**src/rtl/lsu_sequencer.sv**
```systemverilog
// lsu_sequencer: runs one request/grant/response bus transaction per
// load/store, stalls the core while it is in flight, builds byte enables,
// lane-replicates store data and extends load data. Rejects illegal or
// misaligned accesses without touching the bus and aborts on bus timeout.
//
// Bus handshake: mem_req is high only in REQ, and mem_we, mem_addr, mem_be
// and mem_wdata are held stable from registers until mem_gnt is seen high
// at a rising edge. For loads, mem_rvalid is only honoured in WAIT; a
// response in any other state is dropped.
module lsu_sequencer #(
    parameter int TIMEOUT = 255
) (
    input  logic        clk,
    input  logic        rst_n,
    input  logic        load_op,
    input  logic        store_op,
    input  logic [2:0]  funct3,
    input  logic [31:0] addr,
    input  logic [31:0] wdata,
    output logic        stall,
    output logic [31:0] rdata,
    output logic        rdata_valid,
    output logic        misaligned,
    output logic        bus_error,
    output logic        mem_req,
    output logic        mem_we,
    output logic [31:0] mem_addr,
    output logic [3:0]  mem_be,
    output logic [31:0] mem_wdata,
    input  logic        mem_gnt,
    input  logic        mem_rvalid,
    input  logic [31:0] mem_rdata,
    output logic [1:0]  fsm_state
);

    localparam int CW = $clog2(TIMEOUT + 1);

    typedef enum logic [1:0] {
        S_IDLE = 2'd0,
        S_REQ  = 2'd1,
        S_WAIT = 2'd2,
        S_DONE = 2'd3
    } state_t;

    state_t        state, state_nxt;
    logic [CW-1:0] cnt;
    logic          lat_load;
    logic [2:0]    lat_f3;
    logic [1:0]    lat_off;
    logic          err;

    logic          access, legal, start, last, timeout;
    logic [3:0]    be_c;
    logic [31:0]   wd_c;

    // Pick the addressed byte/halfword and extend it according to funct3.
    function automatic logic [31:0] extract(input logic [2:0] f3,
                                            input logic [1:0] off,
                                            input logic [31:0] w);
        logic [31:0] sh;
        logic [15:0] hw;
        sh = w >> {off, 3'b000};
        hw = off[1] ? w[31:16] : w[15:0];
        case (f3)
            3'b000:  return {{24{sh[7]}}, sh[7:0]};
            3'b001:  return {{16{hw[15]}}, hw};
            3'b100:  return {24'h0, sh[7:0]};
            3'b101:  return {16'h0, hw};
            default: return w;
        endcase
    endfunction

    // Legality of the presented access; load wins when both strobes are high.
    always_comb begin
        legal = 1'b0;
        case (funct3)
            3'b000:  legal = 1'b1;
            3'b001:  legal = ~addr[0];
            3'b010:  legal = (addr[1:0] == 2'b00);
            3'b100:  legal = load_op;
            3'b101:  legal = load_op & ~addr[0];
            default: legal = 1'b0;
        endcase
    end

    assign access  = load_op | store_op;
    assign start   = (state == S_IDLE) & access & legal;
    assign last    = (cnt == CW'(TIMEOUT - 1));
    assign timeout = ((state == S_REQ)  & ~mem_gnt    & last) |
                     ((state == S_WAIT) & ~mem_rvalid & last);

    // Byte enables and lane-replicated store data from size and offset.
    always_comb begin
        be_c = 4'b1111;
        wd_c = wdata;
        case (funct3[1:0])
            2'b00: begin
                be_c = 4'b0001 << addr[1:0];
                wd_c = {4{wdata[7:0]}};
            end
            2'b01: begin
                be_c = addr[1] ? 4'b1100 : 4'b0011;
                wd_c = {2{wdata[15:0]}};
            end
            default: begin
                be_c = 4'b1111;
                wd_c = wdata;
            end
        endcase
    end

    // Next-state logic; a grant or response on the final counted cycle wins over timeout.
    always_comb begin
        state_nxt = state;
        case (state)
            S_IDLE: if (start) state_nxt = S_REQ;
            S_REQ: begin
                if (mem_gnt)   state_nxt = lat_load ? S_WAIT : S_DONE;
                else if (last) state_nxt = S_DONE;
            end
            S_WAIT: begin
                if (mem_rvalid) state_nxt = S_DONE;
                else if (last)  state_nxt = S_DONE;
            end
            S_DONE:  state_nxt = S_IDLE;
            default: state_nxt = S_IDLE;
        endcase
    end

    // State register, access latch, timeout counter and load result register.
    always_ff @(posedge clk) begin
        if (!rst_n) begin
            state     <= S_IDLE;
            cnt       <= '0;
            lat_load  <= 1'b0;
            lat_f3    <= 3'b000;
            lat_off   <= 2'b00;
            err       <= 1'b0;
            rdata     <= 32'h0;
            mem_we    <= 1'b0;
            mem_addr  <= 32'h0;
            mem_be    <= 4'h0;
            mem_wdata <= 32'h0;
        end else begin
            state <= state_nxt;
            if (start) begin
                cnt       <= '0;
                err       <= 1'b0;
                lat_load  <= load_op;
                lat_f3    <= funct3;
                lat_off   <= addr[1:0];
                mem_we    <= ~load_op;
                mem_addr  <= {addr[31:2], 2'b00};
                mem_be    <= be_c;
                mem_wdata <= wd_c;
            end else if (state == S_REQ || state == S_WAIT) begin
                cnt <= cnt + CW'(1);
            end
            if (state == S_WAIT && mem_rvalid) begin
                rdata <= extract(lat_f3, lat_off, mem_rdata);
            end
            if (timeout) begin
                rdata <= 32'h0;
                err   <= 1'b1;
            end
        end
    end

    assign stall       = start | (state == S_REQ) | (state == S_WAIT);
    assign mem_req     = (state == S_REQ);
    assign rdata_valid = (state == S_DONE) & lat_load & ~err;
    assign bus_error   = (state == S_DONE) & err;
    assign misaligned  = rst_n & (state == S_IDLE) & access & ~legal;
    assign fsm_state   = state;

endmodule

```
**config.mk**
```make
export PLATFORM = sky130hd
export DESIGN_NAME = lsu_sequencer
export DESIGN_NICKNAME = d
export VERILOG_FILES = /design/src/rtl/lsu_sequencer.sv
export SDC_FILE = /design/constraint.sdc
export NUM_CORES = 1
export LEC_CHECK = 0
export ABC_AREA = 1
export BUFFER_PORTS_ARGS = -buffer_cell sky130_fd_sc_hd__buf_2
export CAP_MARGIN = 20
export CORE_ASPECT_RATIO = 1.25
export CORE_MARGIN = 2
export CORE_UTILIZATION = 35
export CTS_CLUSTER_DIAMETER = 150
export CTS_CLUSTER_SIZE = 12
export DETAILED_ROUTE_END_ITERATION = 10
export PLACE_DENSITY = 0.58
export SETUP_SLACK_MARGIN = 0.15
export SLEW_MARGIN = 15
export SYNTH_ARGS = -nofsm -noshare
export SYNTH_HDL_FRONTEND = slang
export SYNTH_SLANG_ARGS = --single-unit
```
**constraint.sdc**
```tcl
create_clock -name clk -period 2.9 [get_ports clk]
set_input_delay 0.29 -clock clk [delete_from_list [all_inputs] [get_ports clk]]
set_output_delay 0.29 -clock clk [all_outputs]
set_load 0.05 [all_outputs]
```
==> results.md, run 1 <==
* Result of the run: complete, no violations
* Post-layout minimum cycle time at 2.48 ns
* Aggregate global routing overflow at 0
* Number of CTS-inserted buffers at 17
* Count of flip-flops with a built-in enable after synthesis at 0
* Initial core utilization at 0.359
* Critical path capture point type: primary output
* Maximum number of pins on one net before global-route repair at 72
* CTS tree: done
* Part of the cycle the worst path needs at 0.857
* Io pins at 213
* # Max-Cap Violations at 0
* Core outline area at 15700 sq um
* Switch share at 0.357
* Remaining antenna violation count after routing at 0
* Antenna violations before repair at 1
* Library cell occupying the most area in the post-synthesis netlist: dfxtp_1
* Cell count after placement at 1234
* Drt initial violations at 423
* Total Neg Setup Slack at 0 ns
* Post-synthesis instance area at 5640 sq um
* Number of vias in the routed layout at 5896
* Die Span Y at 146 um
* Post-detailed-route DRC marker count at 0
* Deepest clock path buffer count at 2
* Seq cells post-synth at 116
* Power spent charging and discharging nets at 0.00189 W
* Yosys top cell area share at 0.412
* Setup Buffers After CTS at 0
* Global-route wire length before repair at 27100 um
* Sequential cell fraction of total power at 0.340
* CTS Root Cell: clkbuf_16
* Library cells used by synthesis at 32
* Final net count at 1153
* Worst slew margin relative to its limit at 0.423
* Dominant cells by area after synthesis: dfxtp_1 (41%), nand2_1 (21%), a21oi_1 (10%)
* HPWL Detailed at 12000 um
* Portion of total power attributed to combinational logic at 0.268
* Die Wd at 118 um
* Total track usage at 0.193
* H-tree depth at 4
* Lkg Pwr at 3.71 nW
* # clock sinks at 116
* Number of endpoints failing setup at the final stage at 0
* Power density of the placed cells at 719 nW/um^2
* Unrepaired setup endpoints after global routing: no
* Vias per cell at 4.65
* Main flop type after synthesis: dfxtp_1
* Path class of the lowest-slack min-delay path: primary input to register
* Placement Rows at 51
* Maximum clock frequency at 403 MHz
* Critical path class: register to primary output
* Async set-or-reset flop fraction in the synthesized netlist at 0
* Worst slack, placed at 0.658 ns
* Startpoint types: register
* First drt pass iteration count at 5
* Final worst slack at 0.416 ns
* Total die area at 17200 sq um
* Int Pwr at 0.00341 W
* Worst voltage drop across the vdd grid at 0.000385 V
* Final routed wire length divided by cell count at 13.5 um
* Data arrival, critical path at 2.19 ns
* Worst Path Required at 2.61 ns
* Post-layout total power at 0.00530 W
* Number of filler instances in the final layout at 1721
* Worst-case clock skew at 0.00926 ns
* Portion of the post-synthesis area used by sequential elements at 0.412
* Share of power burned in the clock network at 0.393
* Post-cts hold buffer count at 0
* Synthesized area divided by synthesized cell count at 6.63 sq um
* Number of global-route vias before repair at 5419
* Cts repair resizes at 0
* Syn Inst Count at 851
* Slew Viols, Final at 0
* Final RePlAce weighted congestion at 0.804
* Share of layout cells above drive strength 1 at 0.264
* Yosys warnings at 0
* Peak fanout along the critical path at 18
* Routed wire length at 17000 um
* Total count of hold-check failures in the final report at 0
* Clk_lat worst skew at 0.42 ns
* Port bufs at 210
* Clk slew on worst S/H paths at 0.06 ns
* Transition time at the pin with the least slew margin at 0.864 ns
* Final std cells w/o fill at 1267
* Relative area change from synthesis to final layout at 30.6%
==> worst paths after layout <==
path / from / to / slack (ns) / cells past startpoint
min reg2reg: mem_addr[25] / mem_addr[25] / 0.46 / 2
max: fsm_state[0] / stall / 0.42 / 7
min: addr[2] / mem_addr[2] / 0.12 / 3
max reg2reg: fsm_state[0] / mem_addr[28] / 0.66 / 9
==> cells in the mapped netlist, drive strengths merged (2+ instances only) <==
library cell and number:
nand2 311, nand3 49, xor2 4, ha 7, o21ai 32, nor2 61
clkbuf 18, o211ai 8, or2 16, a21oi 113, inv 69, dfxtp 116
buf 34, o22ai 2, nor3 3
==> power groups by stage <==
stage	combinational, W	sequential (W)	clock (W)
floorplan	0.000700	0.00221	0
global placement	0.00142	0.00183	0
detailed placement	0.00142	0.00183	0
CTS	0.00143	0.00180	0.00213
global route	0.00155	0.00182	0.00220
finish	0.00142	0.00180	0.00208
==> sequential cells by signal, summed over array words and instances, names as in the netlist <==
signal / cells
mem_be: 4
cnt: 8
err: 1
lat_off: 2
mem_we: 1
mem_addr: 30
fsm_state: 2
lat_load: 1
lat_f3: 3
mem_wdata: 32
rdata: 32
==> layout make-up <==
class	instances	area [sq um]	share of cell area
Antenna cell	1	2.50	0.000340
Clock buffer	20	457	0.0620
Clock inverter	12	131	0.0178
Inverter	69	259	0.0352
Multi-Input combinational cell	615	2780	0.377
Sequential cell	116	2320	0.315
Tap cell	212	265	0.0360
Timing Repair Buffer	222	1150	0.157
==> worst max-delay path, stage by stage (launching register included) <==
cell     delay [ns]
dfxtp_1        0.35
inv_1          0.13
ha_1           0.22
o21ai_0        0.12
inv_1          0.08
nand3_2        0.37
nand3_1        0.20
buf_2          0.31
==> layer usage <==
layer,vias to the layer above,track usage,share of wire,routed length [um]
met5,-,0,0,0
met4,0,0.0596,0.014,235
met3,19,0.0670,0.080,1370
met2,219,0.318,0.47,7990
met1,2586,0.239,0.44,7460
li1,3072,-,-,-
==> through the flow <==
step	cell area [sq um]	util	hold WS [ns]
2_1_floorplan	5640	-	0.428
4_1_cts	7370	0.469	0.0997
3_3_place_gp	6780	0.432	0.449
5_1_grt	7370	0.469	0.105
6_report	7370	0.469	0.119
3_5_place_dp	6780	0.432	0.455
==> placed cells by master (no fill, tap or decap), types with 2 or more instances in the layout <==
master	Yosys	layout
clkinv_2	0	3
nor3_1	3	3
clkinvlp_4	0	4
buf_2	15	210
o21ai_1	2	2
inv_1	66	66
inv_2	3	3
nand2_4	2	2
conb_1	1	2
clkinv_4	0	3
nor2_1	59	59
nand3_1	47	47
or2_2	16	16
clkbuf_16	0	17
buf_4	17	11
ha_1	7	7
a21oi_1	113	113
nand2_1	309	309
xor2_1	4	4
nor2_2	2	2
o211ai_1	8	8
o21ai_0	30	30
dfxtp_1	116	116
clkbuf_8	0	2
o22ai_1	2	2
bufinv_16	0	2
==> cell families (layout without fill, tap and decap cells) <==
kind of cell	Yosys count	in the layout	synth area share
AO/OA/AOI/OAI	157	157	0.144
XOR/XNOR	5	5	0.00776
adder cells (fa/ha/maj)	7	7	0.0155
buffers and inverters	121	323	0.0965
flip-flops	116	116	0.412
multiplexers	1	1	0.00177
other	1	3	0.000665
AND/OR/NAND/NOR	443	443	0.322
No activity file was read; power rests on OpenSTA's default activity.
==> run 2: changes to the inputs <==
--- a/config.mk
+++ b/config.mk
@@ -5,7 +5,6 @@
 export SDC_FILE = /design/constraint.sdc
 export NUM_CORES = 1
 export LEC_CHECK = 0
-export ABC_AREA = 1
 export BUFFER_PORTS_ARGS = -buffer_cell sky130_fd_sc_hd__buf_2
 export CAP_MARGIN = 20
 export CORE_ASPECT_RATIO = 1.25
@@ -14,7 +13,7 @@
 export CTS_CLUSTER_DIAMETER = 150
 export CTS_CLUSTER_SIZE = 12
 export DETAILED_ROUTE_END_ITERATION = 10
-export PLACE_DENSITY = 0.58
+export PLACE_DENSITY = 0.59
 export SETUP_SLACK_MARGIN = 0.15
 export SLEW_MARGIN = 15
 export SYNTH_ARGS = -nofsm -noshare
==> constraint.sdc (replaced) <==
create_clock -name clk -period 2.9 [get_ports clk]
set_input_delay 0.145 -clock clk [delete_from_list [all_inputs] [get_ports clk]]
set_output_delay 0.145 -clock clk [all_outputs]
set_load 0.05 [all_outputs]
==> results.md, run 2 <==
* Total Neg Setup Slack at 0 ns
* Vias per cell at 5.26
* Deepest clock path buffer count at 2
* Final RePlAce weighted congestion at 0.765
* Dominant cells by area after synthesis: dfxtp_1 (43%), a21oi_1 (9.0%), o21ai_0 (6.6%)
* Result of the run: complete, no violations
* Worst voltage drop across the vdd grid at 0.000414 V
* Antenna violations before repair at 0
* Yosys warnings at 0
* Drt initial violations at 411
* Yosys top cell area share at 0.426
* Clk_lat worst skew at 0.41 ns
* Post-synthesis instance area at 5450 sq um
* Setup Buffers After CTS at 0
* Post-synth top cells: dfxtp_1 (116), a21oi_1 (98), o21ai_0 (72), nand2_1 (47)
* Maximum clock frequency at 408 MHz
* CTS Root Cell: clkbuf_16
* Aggregate global routing overflow at 0
* Slack of the worst reg-to-reg path at 0.83 ns
* Path class of the lowest-slack min-delay path: primary input to register
* Power density of the placed cells at 688 nW/um^2
* Routed wire length at 18000 um
* Maximum number of pins on one net before global-route repair at 71
* Number of endpoints failing setup at the final stage at 0
* Commonest non-fill, non-tap cells in the layout: buf_2 (210), dfxtp_1 (116), a21oi_1 (98), o21ai_0 (71), nand2_1 (47)
* Registers with the most flip-flops: mem_wdata (32), rdata (32), mem_addr (30)
* Number of CTS-inserted buffers at 17
* Data arrival, critical path at 2.30 ns
* Worst-case clock skew at 0.00889 ns
* Number of filler instances in the final layout at 1543
* Commonest non-fill, non-tap cell in the layout: buf_2
* Critical path class: register to primary output
* Port bufs at 210
* Count of flip-flops with a built-in enable after synthesis at 0
* Transition time at the pin with the least slew margin at 0.993 ns
* Number of diodes at 0
* Core outline area at 15400 sq um
* Part of the cycle the worst path needs at 0.844
* Io pins at 213
* Worst slew margin relative to its limit at 0.338
* Worst slack, placed at 0.606 ns
* CP max stage delay at 0.42 ns
* Worst Path Required at 2.76 ns
* Slew Viols, Final at 0
* Main flop type after synthesis: dfxtp_1
* CTS tree: done
* Total die area at 16600 sq um
* Portion of the post-synthesis area used by sequential elements at 0.426
* Highest-delay cell along the critical path: dfxtp_1
* Total count of hold-check failures in the final report at 0
* Synthesized area divided by synthesized cell count at 8.26 sq um
* Cts repair resizes at 0
* Final routed wire length divided by cell count at 16.3 um
* Relative area change from synthesis to final layout at 40.1%
* Clk slew on worst S/H paths at 0.06 ns
* Number of global-route vias before repair at 5439
* Remaining antenna violation count after routing at 0
* Most frequent cell after synthesis: dfxtp_1
* # Max-Cap Violations at 0
* Critical path capture point type: primary output
* Post-cts hold buffer count at 38
* Final net count at 991
* Share of layout cells above drive strength 1 at 0.298
* Cell depth of the worst flop-to-flop path at 6
* First drt pass iteration count at 4
* Global-route wire length before repair at 28100 um
* Worst Hold Path Cells at 3
* Die Wd at 116 um
* Library cell occupying the most area in the post-synthesis netlist: dfxtp_1
* HPWL Detailed at 11800 um
* # clock sinks at 116
* Final worst slack at 0.451 ns
* Reg-to-reg startpoint: fsm_state[1]
* Placement Rows at 51
* Endpoint of the worst register-to-register path: rdata[28]
* Beginning of the worst hold path: mem_rdata[26]
* Number of vias in the routed layout at 5803
* Unrepaired setup endpoints after global routing: no
* Sequence of cells on the critical path: inv_1 -> ha_1 -> o21ai_4 -> buf_4 -> nor3_1 -> buf_2
* H-tree depth at 4
* Total track usage at 0.213
* Initial core utilization at 0.353
* Die Span Y at 144 um
* Post-layout minimum cycle time at 2.45 ns
* Async set-or-reset flop fraction in the synthesized netlist at 0
* Hold endpoint: rdata[26]
* Library cells used by synthesis at 47
* Post-detailed-route DRC marker count at 0
* Lkg Pwr at 3.24 nW
* Syn Inst Count at 660
* Startpoint types: register
* Utilization of the core after routing at 0.495
* Seq cells post-synth at 116
* Peak fanout along the critical path at 29
## run 2: metal layers
metal,GRT usage,up-vias,wire [um]
met2,0.358,195,8700
li1,-,2852,-
met3,0.0637,24,1280
met5,0,-,0
met1,0.263,2732,7710
met4,0.0645,0,283
## run 2: kinds of logic after synthesis
| kind of cell | after synthesis | synth area share |
|---|---|---|
| other cells | 1 | 0.000688 |
| mux | 27 | 0.0519 |
| simple gates | 170 | 0.151 |
| compound gates | 258 | 0.285 |
| buf+inv | 74 | 0.0576 |
| flops | 116 | 0.426 |
| fa+ha+maj | 7 | 0.0161 |
| xor+xnor | 7 | 0.0112 |
## run 2: worst max path at each step
stage,startpoint,slack [ns],cells after the start,to
2_1_floorplan,fsm_state[0],0.54,5,misaligned
3_3_place_gp,addr[0],0.64,6,fsm_state[0]
3_5_place_dp,addr[0],0.61,6,fsm_state[0]
4_1_cts,fsm_state[0],0.43,6,misaligned
5_1_grt,fsm_state[0],0.27,6,misaligned
6_report,fsm_state[0],0.45,6,misaligned
## run 2: stage by stage
step | hold WS, ns | instances | area [sq um] | total power, W
floorplan | 0.292 | 661 | 5460 | 0.00273
global placement | 0.401 | 1034 | 6660 | 0.00311
detailed placement | 0.406 | 1034 | 6660 | 0.00311
CTS | 0.00463 | 1104 | 7640 | 0.00529
global route | 0.0249 | 1104 | 7640 | 0.00549
finish | 0.0172 | 1104 | 7640 | 0.00525
## run 2: cell type report
cell class,instances,area (sq um),share of cell area
flip-flops and latches,116,2320,0.304
multi-input cells,471,2840,0.372
repair buffers,264,1580,0.206
clock inverters,12,154,0.0201
inverters,9,33.8,0.00442
clock buffers,20,447,0.0585
well taps,212,265,0.0347
## run 2: power by group
| part | switching, W | internal (W) |
|---|---|---|
| Sequential | 0.0000717 | 0.00171 |
| Clock | 0.000765 | 0.00137 |
| Combinational | 0.000942 | 0.000390 |
| Total | 0.00178 | 0.00347 |
## run 2: worst max-delay path, delay by kind of cell, from the launching register on
kind / cells / cell delay (ns)
buffers and inverters: 3 / 0.77
DFF: 1 / 0.42
adders and majority gates: 1 / 0.29
AOI/OAI and AO/OA: 1 / 0.30
and+or+nand+nor: 1 / 0.07
